**src/rtl/div_pkg.sv**
```systemverilog
// rtl/div_pkg.sv - shared state encodings and width for the iterative divider
package div_pkg;

  localparam int DIV_WIDTH = 16;

  typedef enum logic [1:0] {
    ST_IDLE = 2'd0,
    ST_RUN  = 2'd1,
    ST_DONE = 2'd2
  } div_state_t;

endpackage

```
**src/rtl/div_step.sv**
```systemverilog
// rtl/div_step.sv - one combinational restoring-division step
module div_step #(
  parameter int WIDTH = 16
) (
  input  logic [WIDTH-1:0] i_rem,
  input  logic             i_bit,
  input  logic [WIDTH-1:0] i_divisor,
  output logic [WIDTH-1:0] o_rem,
  output logic             o_qbit
);

  logic [WIDTH:0]   w_shift;
  logic [WIDTH-1:0] w_diff;

  // Shifted remainder is kept at WIDTH+1 bits so the compare never drops the carry;
  // the difference itself always fits WIDTH bits because rem < divisor on entry.
  assign w_shift = {i_rem, i_bit};
  assign o_qbit  = (w_shift >= {1'b0, i_divisor});
  assign w_diff  = w_shift[WIDTH-1:0] - i_divisor;
  assign o_rem   = o_qbit ? w_diff : w_shift[WIDTH-1:0];

endmodule

```
**src/rtl/div_unit.sv**
```systemverilog
// rtl/div_unit.sv - iterative unsigned restoring divider, one quotient bit per clock
module div_unit
  import div_pkg::*;
#(
  parameter int WIDTH = DIV_WIDTH
) (
  input  logic               clk,
  input  logic               rst,
  input  logic               start,
  input  logic [WIDTH-1:0]   dividend,
  input  logic [WIDTH-1:0]   divisor,
  output logic               busy,
  output logic [2*WIDTH-1:0] Q,
  output logic               QVALID,
  output logic               DIVZERO
);

  localparam int CW = $clog2(WIDTH);
  localparam logic [CW-1:0] LAST = CW'(WIDTH - 1);

  div_state_t         r_state;
  logic [CW-1:0]      r_count;
  logic [WIDTH-1:0]   r_dvd;
  logic [WIDTH-1:0]   r_dvs;
  logic [WIDTH-1:0]   r_rem;
  logic [WIDTH-1:0]   r_quo;
  logic [2*WIDTH-1:0] r_q;
  logic               r_busy;
  logic               r_qvalid;
  logic               r_divzero;

  logic [WIDTH-1:0]   w_rem_next;
  logic               w_qbit;

  div_step #(.WIDTH(WIDTH)) u_step (
    .i_rem     (r_rem),
    .i_bit     (r_dvd[WIDTH-1]),
    .i_divisor (r_dvs),
    .o_rem     (w_rem_next),
    .o_qbit    (w_qbit)
  );

  always_ff @(posedge clk or posedge rst) begin
    if (rst) begin
      r_state   <= ST_IDLE;
      r_count   <= '0;
      r_dvd     <= '0;
      r_dvs     <= '0;
      r_rem     <= '0;
      r_quo     <= '0;
      r_q       <= '0;
      r_busy    <= 1'b0;
      r_qvalid  <= 1'b0;
      r_divzero <= 1'b0;
    end else begin
      case (r_state)
        ST_IDLE, ST_DONE: begin
          if (start) begin
            r_count <= '0;
            r_dvd   <= dividend;
            r_dvs   <= divisor;
            r_rem   <= '0;
            r_quo   <= '0;
            // A zero divisor skips iteration and publishes the saturated result at once.
            if (divisor == '0) begin
              r_q       <= {{WIDTH{1'b1}}, dividend};
              r_qvalid  <= 1'b1;
              r_divzero <= 1'b1;
              r_busy    <= 1'b0;
              r_state   <= ST_DONE;
            end else begin
              r_qvalid  <= 1'b0;
              r_divzero <= 1'b0;
              r_busy    <= 1'b1;
              r_state   <= ST_RUN;
            end
          end
        end
        ST_RUN: begin
          r_rem   <= w_rem_next;
          r_quo   <= {r_quo[WIDTH-2:0], w_qbit};
          r_dvd   <= {r_dvd[WIDTH-2:0], 1'b0};
          r_count <= r_count + 1'b1;
          if (r_count == LAST) begin
            r_q      <= {r_quo[WIDTH-2:0], w_qbit, w_rem_next};
            r_qvalid <= 1'b1;
            r_busy   <= 1'b0;
            r_state  <= ST_DONE;
          end
        end
        default: begin
          r_state <= ST_IDLE;
          r_busy  <= 1'b0;
        end
      endcase
    end
  end

  assign busy    = r_busy;
  assign Q       = r_q;
  assign QVALID  = r_qvalid;
  assign DIVZERO = r_divzero;

endmodule

```
**config.mk**
```make
export PLATFORM = sky130hd
export DESIGN_NAME = div_unit
export DESIGN_NICKNAME = d
export VERILOG_FILES = /design/src/rtl/div_pkg.sv /design/src/rtl/div_step.sv /design/src/rtl/div_unit.sv
export SDC_FILE = /design/constraint.sdc
export NUM_CORES = 1
export LEC_CHECK = 0
export ABC_AREA = 1
export BUFFER_PORTS_ARGS = -buffer_cell sky130_fd_sc_hd__buf_2
export CORE_MARGIN = 1
export CORE_UTILIZATION = 23
export DETAILED_ROUTE_END_ITERATION = 8
export PLACE_DENSITY_LB_ADDON = 0.25
export RECOVER_POWER = 100
export SLEW_MARGIN = 20
export SYNTH_ARGS = -nofsm -noshare
export SYNTH_HDL_FRONTEND = slang
export SYNTH_HIERARCHICAL = 1
export SYNTH_SLANG_ARGS = --single-unit
```
**constraint.sdc**
```tcl
create_clock -name clk -period 3.5 [get_ports clk]
set_clock_uncertainty 0.1 [all_clocks]
set_input_delay 0.525 -clock clk [delete_from_list [all_inputs] [get_ports clk]]
set_output_delay 0.525 -clock clk [all_outputs]
set_load 0.02 [all_outputs]
```
==> impl_metrics.toml, run 1 <==
[global_route]
pin_count_of_the_biggest_net_entering_global_routing = 52
grt_pass1_vias = 4957
grt_pass1_wl_um = 26200
globalRouteTotalUtil_pct = 12.7
globalRouteOverflowTotal = 0
antenna_found_initial = 0

[worst_setup_path]
max_stage_delay_ns = 0.65
worst-setup-path-type = "reg2reg"
critical-path-slowest-cell = "sky130_fd_sc_hd__nand2_1"
critPathCaptureType = "flip-flop"
data_arrival_critical_path_ns = 3.18
worst_path_most_repeated_cell = "sky130_fd_sc_hd__nand2_1"
cp_data_required_time_ns = 3.65
critPathTopFamily = "simple AND/OR/NAND/NOR gates"
cp_max_fo = 34
worstPathBufferInverterCount = 2
crit_path_cell_trace = "inv_1 > nand2_2 > nand2_1 > nand2_2 > inv_2 > nand2_4 > nand2_1 > nand2_1"
timing.critical_path.from_type = "flip-flop"

[synthesis]
area_share_of_fa_ha_maj_cells_after_synthesis_pct = 3.98
ys_types = 38
netlist_top_cells_area = "sky130_fd_sc_hd__dfrtp_1 (44%), sky130_fd_sc_hd__nand2_1 (20%), sky130_fd_sc_hd__inv_1 (6.0%)"
async_flop_share_pct = 100
number_of_enable_type_register_cells_in_the_synthesized_netlist = 0
mappedNetlistArea_um2 = 5850
synth_top_area_share_pct = 44.5
muxShareOfSynthArea_pct = 0
synthDominantAreaCellType = "sky130_fd_sc_hd__dfrtp_1"
seq_area_frac_synth_pct = 44.5
ys_seq_elements = 104
postSynthAreaPerCell_um2 = 7.63
synth_compound_gate_area_share_pct = 9.39
dominant_combinational_cell_family_by_area_after_synthesis = "simple AND/OR/NAND/NOR gates"
synth-xor-area-share_pct = 1.05
post_synthesis_instance_total = 767
primary_flip_flop_cell_chosen_by_synthesis_mapping = "sky130_fd_sc_hd__dfrtp_1"
yosys_warnings = 6
synthesis.nets = 820
synth-simple-area-share_pct = 30.7

[finish]
n_antenna_cell = 0
design.final.nets = 877
syn2layout_area_growth_pct = 12.8
layout-drive-gt1-share_pct = 10.3
most-common-layout-cells = "sky130_fd_sc_hd__nand2_1 (312), sky130_fd_sc_hd__dfrtp_1 (104), sky130_fd_sc_hd__inv_1 (94)"
post-route-cell-area_um2 = 6600
most_frequent_standard_cell_in_the_layout_excluding_fill_and_tap_cells = "sky130_fd_sc_hd__nand2_1"
filler_cell_count = 2850
multi_input_comb_area_um2 = 2560
seq_area_um2 = 2600

[pwr]
standby_leakage_power_nw = 3.42
power.density_cell_area_nw_per_um2 = 1140
worst_supply_voltage_drop_on_vdd_mv = 0.375

[place]
dp.final_hpwl_um = 11400
place.port_buffers = 69
dpl-instance-area_um2 = 6440
finalWeightedCongestion = 0.868

[detailed_routing]
drc = 0
ant_nets = 0
routed_wl_um = 15700
firstDrtPassIters = 4
detailroute.via_count = 4872
first_iter_violations = 231
wl_per_cell_um = 13.5
vias_per_cell = 4.20

[flow_run]
drv.max_cap_violation_count = 1

[cts]
clock-sinks = 104
ctsHoldBuffers = 0
cts_tree = "yes"
cts.repair_timing.setup_buffer_count = 0
cts.root.buffer_cell = "sky130_fd_sc_hd__clkbuf_16"
cts_inserted_buffers = 9
htree_levels = 3
ctsResizeCount = 0
cts-root-to-sink-buffers = 2
clock_pin_slew_worst_setup_and_hold_paths_ns = 0.08
clock_insertion_delay_worst_skew_ns = 0.36

[run_status]
run_status = "finished with violations"
failed_checks = "max-capacitance violations, max-slew violations"

[die]
coreArea_um2 = 25000
fp.dieArea_um2 = 26100
initial_utilization_pct = 23.4
die_height_um = 162
design.portCount = 70
rows = 58
die_x_um = 162

[timing]
count_of_endpoints_failing_setup_in_the_final_report = 0
final_critical_period_ns = 3.03
slew_headroom_pct = -36.1
clock.fmax_mhz = 330
final-max-slew-violation-count = 46
rsz_0062_raised_after_global_routing = "no"
worst_pin_slew_ns = 2.03
hold_slack_ns = 0.275
layout_worst_path_cycle_share_pct = 86.6
number_of_hold_violations_in_the_final_report = 0
fin_setup_tns_ns = 0

[hold_path]
worst_hold_path_type = "in2reg"
cell usage after synthesis, types with 3 or more instances:
| library cell | instances |
|---|---|
| sky130_fd_sc_hd__o22ai_1 | 15 |
| sky130_fd_sc_hd__nand4_1 | 5 |
| sky130_fd_sc_hd__buf_4 | 4 |
| sky130_fd_sc_hd__nand2_2 | 14 |
| sky130_fd_sc_hd__xor2_1 | 5 |
| sky130_fd_sc_hd__o21ai_0 | 38 |
| sky130_fd_sc_hd__nand3_2 | 5 |
| sky130_fd_sc_hd__a21oi_1 | 10 |
| sky130_fd_sc_hd__o211ai_2 | 13 |
| sky130_fd_sc_hd__clkbuf_1 | 6 |
| sky130_fd_sc_hd__nand2_1 | 311 |
| sky130_fd_sc_hd__ha_1 | 17 |
| sky130_fd_sc_hd__nor2_2 | 3 |
| sky130_fd_sc_hd__dfrtp_1 | 104 |
| sky130_fd_sc_hd__nor2_1 | 27 |
| sky130_fd_sc_hd__buf_2 | 7 |
| sky130_fd_sc_hd__nand3_1 | 48 |
| sky130_fd_sc_hd__nand2_4 | 3 |
| sky130_fd_sc_hd__inv_2 | 4 |
| sky130_fd_sc_hd__inv_1 | 94 |
| sky130_fd_sc_hd__buf_6 | 10 |
area by class of cell:
class	count	area share [%]
inverter	101	5.80
clock buffer	9	3.41
multi-input combinational	532	38.8
clock inverter	7	1.16
sequential	104	39.4
tap	330	6.25
timing repair buffer	76	5.12
sequential cells by signal (all words and copies together), names as in the netlist:
signal / count
DIVZERO: 1
Q: 32
QVALID: 1
busy: 1
r_count: 4
r_dvd: 16
r_dvs: 16
r_quo: 15
r_rem: 16
r_state: 2
report_power, final:
part / internal (W) / switching [W] / total, W
clock: 0.000506 / 0.000520 / 0.00103
sequential: 0.00176 / 0.000320 / 0.00208
combinational: 0.00136 / 0.00305 / 0.00440
worst paths after layout:
check / start / to / slack, ns / cells past startpoint
worst max register to register: r_state[0] / Q[17] / 0.47 / 8
max in group asynchronous: rst / r_rem[7] / 1.10 / 3
min in group asynchronous: rst / Q[29] / 0.58 / 2
worst min register to register: Q[21] / Q[21] / 0.37 / 2
worst max-delay path: r_state[0] / Q[17] / 0.47 / 8
worst min-delay path: divisor[6] / r_dvs[6] / 0.27 / 3
tightest hold or removal path: stages:
cell,delay [ns]
sky130_fd_sc_hd__buf_2,0.08
sky130_fd_sc_hd__nand2_1,0.04
sky130_fd_sc_hd__nand2_1,0.04
kinds of logic (layout without fill, tap and decap cells):
kind of cell    after synthesis  after routing
compound gates               83             83
fa+ha+maj                    18             18
flops                       104            104
simple gates                424            424
xor+xnor                      7              7
buf+inv                     131            193
metrics by stage:
stage	util (%)	setup WS, ns	total power [W]	instances
2_1_floorplan	-	0.143	0.00572	767
3_3_place_gp	25.7	0.730	0.00670	1143
3_5_place_dp	25.7	0.704	0.00669	1143
4_1_cts	26.9	0.684	0.00776	1159
5_1_grt	26.4	0.183	0.00833	1159
6_report	26.4	0.468	0.00751	1159
per-layer routing:
metal	vias to the layer above	track usage, %	routed length, µm
li1	2512	-	-
met4	0	2.32	83
met5	-	0	0
met1	2272	17.9	8080
met3	9	2.18	510
met2	79	20.4	6980
Note: power is estimated with default switching activity, not from simulation.
==> run 2: changes to the inputs <==
==> constraint.sdc (replaced) <==
create_clock -name clk -period 3.5 [get_ports clk]
set_clock_uncertainty 0.1 [all_clocks]
set_input_delay 0.35 -clock clk [delete_from_list [all_inputs] [get_ports clk]]
set_output_delay 0.35 -clock clk [all_outputs]
set_load 0.02 [all_outputs]
==> impl_metrics.toml, run 2 (same netlist as run 1, synthesis figures left out) <==
[finish]
layout-drive-gt1-share_pct = 10.1
filler_cell_count = 2825
design.final.nets = 879
n_antenna_cell = 0
number_of_flip_flops_under_the_largest_register_name = 32
most_frequent_standard_cell_in_the_layout_excluding_fill_and_tap_cells = "sky130_fd_sc_hd__nand2_1"
syn2layout_area_growth_pct = 13.3
most-common-layout-cells = "sky130_fd_sc_hd__nand2_1 (313), sky130_fd_sc_hd__dfrtp_1 (104), sky130_fd_sc_hd__inv_1 (97)"
utilization_pct = 26.5

[timing]
final-max-slew-violation-count = 61
count_of_endpoints_failing_setup_in_the_final_report = 0
slew_headroom_pct = -56.6
final_critical_period_ns = 2.94
fin_setup_tns_ns = 0
clock.fmax_mhz = 341
layout_worst_path_cycle_share_pct = 83.9
number_of_hold_violations_in_the_final_report = 0
worst_slack_ns = 0.564
hold_slack_ns = 0.0960
rsz_0062_raised_after_global_routing = "no"
worst_pin_slew_ns = 2.35

[flow_run]
drv.max_cap_violation_count = 1

[worst_setup_path]
r2r_end = "Q[6]"
cp_data_required_time_ns = 3.70
worst-r2r-setup-slack_ns = 0.56
worst_r2r_path_depth = 16
rr_startpoint = "r_rem[2]"
cp_max_fo = 20
worst-setup-path-type = "reg2reg"
critPathCaptureType = "flip-flop"
timing.critical_path.from_type = "flip-flop"
data_arrival_critical_path_ns = 3.13

[global_route]
globalRouteOverflowTotal = 0
grt_pass1_wl_um = 26500
globalRouteTotalUtil_pct = 12.9
pin_count_of_the_biggest_net_entering_global_routing = 61
antenna_found_initial = 0
grt_pass1_vias = 4888

[detailed_routing]
detailroute.via_count = 4885
drc = 0
routed_wl_um = 15900
vias_per_cell = 4.21
ant_nets = 0
first_iter_violations = 245
wl_met2_um = 7070
firstDrtPassIters = 4
met3WireLength_um = 581
route.top_layer_used = "met4"
wl_per_cell_um = 13.7
wl_met1_um = 8070

[die]
coreArea_um2 = 25000
fp.dieArea_um2 = 26100
die_x_um = 162
design.portCount = 70
die_height_um = 162
initial_utilization_pct = 23.4
rows = 58

[hold_path]
worst_hold_path.num_cells = 3
worst_hold_startpoint = "divisor[6]"
hold_path_end = "r_dvs[6]"
worst_hold_path_type = "in2reg"

[place]
pre_cts_slack_ns = 0.766
finalWeightedCongestion = 0.863
dp.final_hpwl_um = 11400
place.port_buffers = 69

[pwr]
power.density_cell_area_nw_per_um2 = 1140
standby_leakage_power_nw = 3.43
worst_supply_voltage_drop_on_vdd_mv = 0.290

[cts]
cts.root.buffer_cell = "sky130_fd_sc_hd__clkbuf_16"
cts.repair_timing.setup_buffer_count = 0
cts-root-to-sink-buffers = 2
cts_tree = "yes"
cts_inserted_buffers = 9
ctsHoldBuffers = 0
clock_pin_slew_worst_setup_and_hold_paths_ns = 0.08
ctsResizeCount = 0
htree_levels = 3
clock-sinks = 104
clock_insertion_delay_worst_skew_ns = 0.36

[run_status]
run_status = "finished with violations"
failed_checks = "max-capacitance violations, max-slew violations"
[run 2: cell count changes in the layout (fill, tap and decap cells not counted), sizes merged]
| cell | before | now |
|---|---|---|
| clkbuf | 49 | 51 |
| clkinv | 6 | 5 |
| inv | 100 | 101 |
[run 2: cell type report]
class | instances | area (µm²) | area share, %
inverters | 101 | 383 | 5.78
multi-input cells | 532 | 2570 | 38.8
clock buffers | 9 | 225 | 3.40
clock inverters | 7 | 85.1 | 1.28
repair buffers | 78 | 347 | 5.23
well taps | 330 | 413 | 6.23
flip-flops and latches | 104 | 2600 | 39.3
[run 2: worst max-delay path, cell delays in order (launching register included)]
cell                      delay, ns
sky130_fd_sc_hd__dfrtp_1       0.42
sky130_fd_sc_hd__ha_1          0.37
sky130_fd_sc_hd__nand2_1       0.15
sky130_fd_sc_hd__inv_1         0.05
sky130_fd_sc_hd__nand2_1       0.08
sky130_fd_sc_hd__nand2_1       0.06
sky130_fd_sc_hd__nand2_1       0.08
sky130_fd_sc_hd__nand3_1       0.13
sky130_fd_sc_hd__nand2_2       0.09
sky130_fd_sc_hd__nand2_2       0.27
sky130_fd_sc_hd__inv_1         0.45
sky130_fd_sc_hd__nand2_1       0.09
sky130_fd_sc_hd__nand2_1       0.07
sky130_fd_sc_hd__inv_1         0.05
sky130_fd_sc_hd__o21ai_0       0.19
sky130_fd_sc_hd__nand3_1       0.11
sky130_fd_sc_hd__nand2_1       0.09
[run 2: worst max-delay path by stage]
stage,endpoint,slack [ns],startpoint
after floorplan,DIVZERO,0.32,rst
after global placement,Q[6],0.77,r_rem[1]
after detailed placement,Q[6],0.77,r_rem[2]
after CTS,Q[6],0.75,r_rem[2]
after global routing,Q[3],0.28,r_rem[3]
final,Q[6],0.56,r_rem[2]
[run 2: stage by stage]
| stage | cells | cell area [µm²] | total power, W |
|---|---|---|---|
| finish | 1161 | 6630 | 0.00754 |
| global route | 1161 | 6630 | 0.00839 |
| CTS | 1161 | 6760 | 0.00780 |
| detailed placement | 1145 | 6450 | 0.00671 |
| global placement | 1145 | 6450 | 0.00672 |
| floorplan | 767 | 5850 | 0.00572 |
[run 2: where the power goes]
| group | total, W | switching [W] | internal, W |
|---|---|---|---|
| clock | 0.00105 | 0.000535 | 0.000511 |
| sequential | 0.00208 | 0.000323 | 0.00176 |
| combinational | 0.00442 | 0.00305 | 0.00136 |
[run 2: routing by layer]
layer  track usage, %  vias up
li1                 -     2515
met1             18.1     2270
met2             20.4       90
met3             2.41       10
met4             2.96        0
met5                0        -
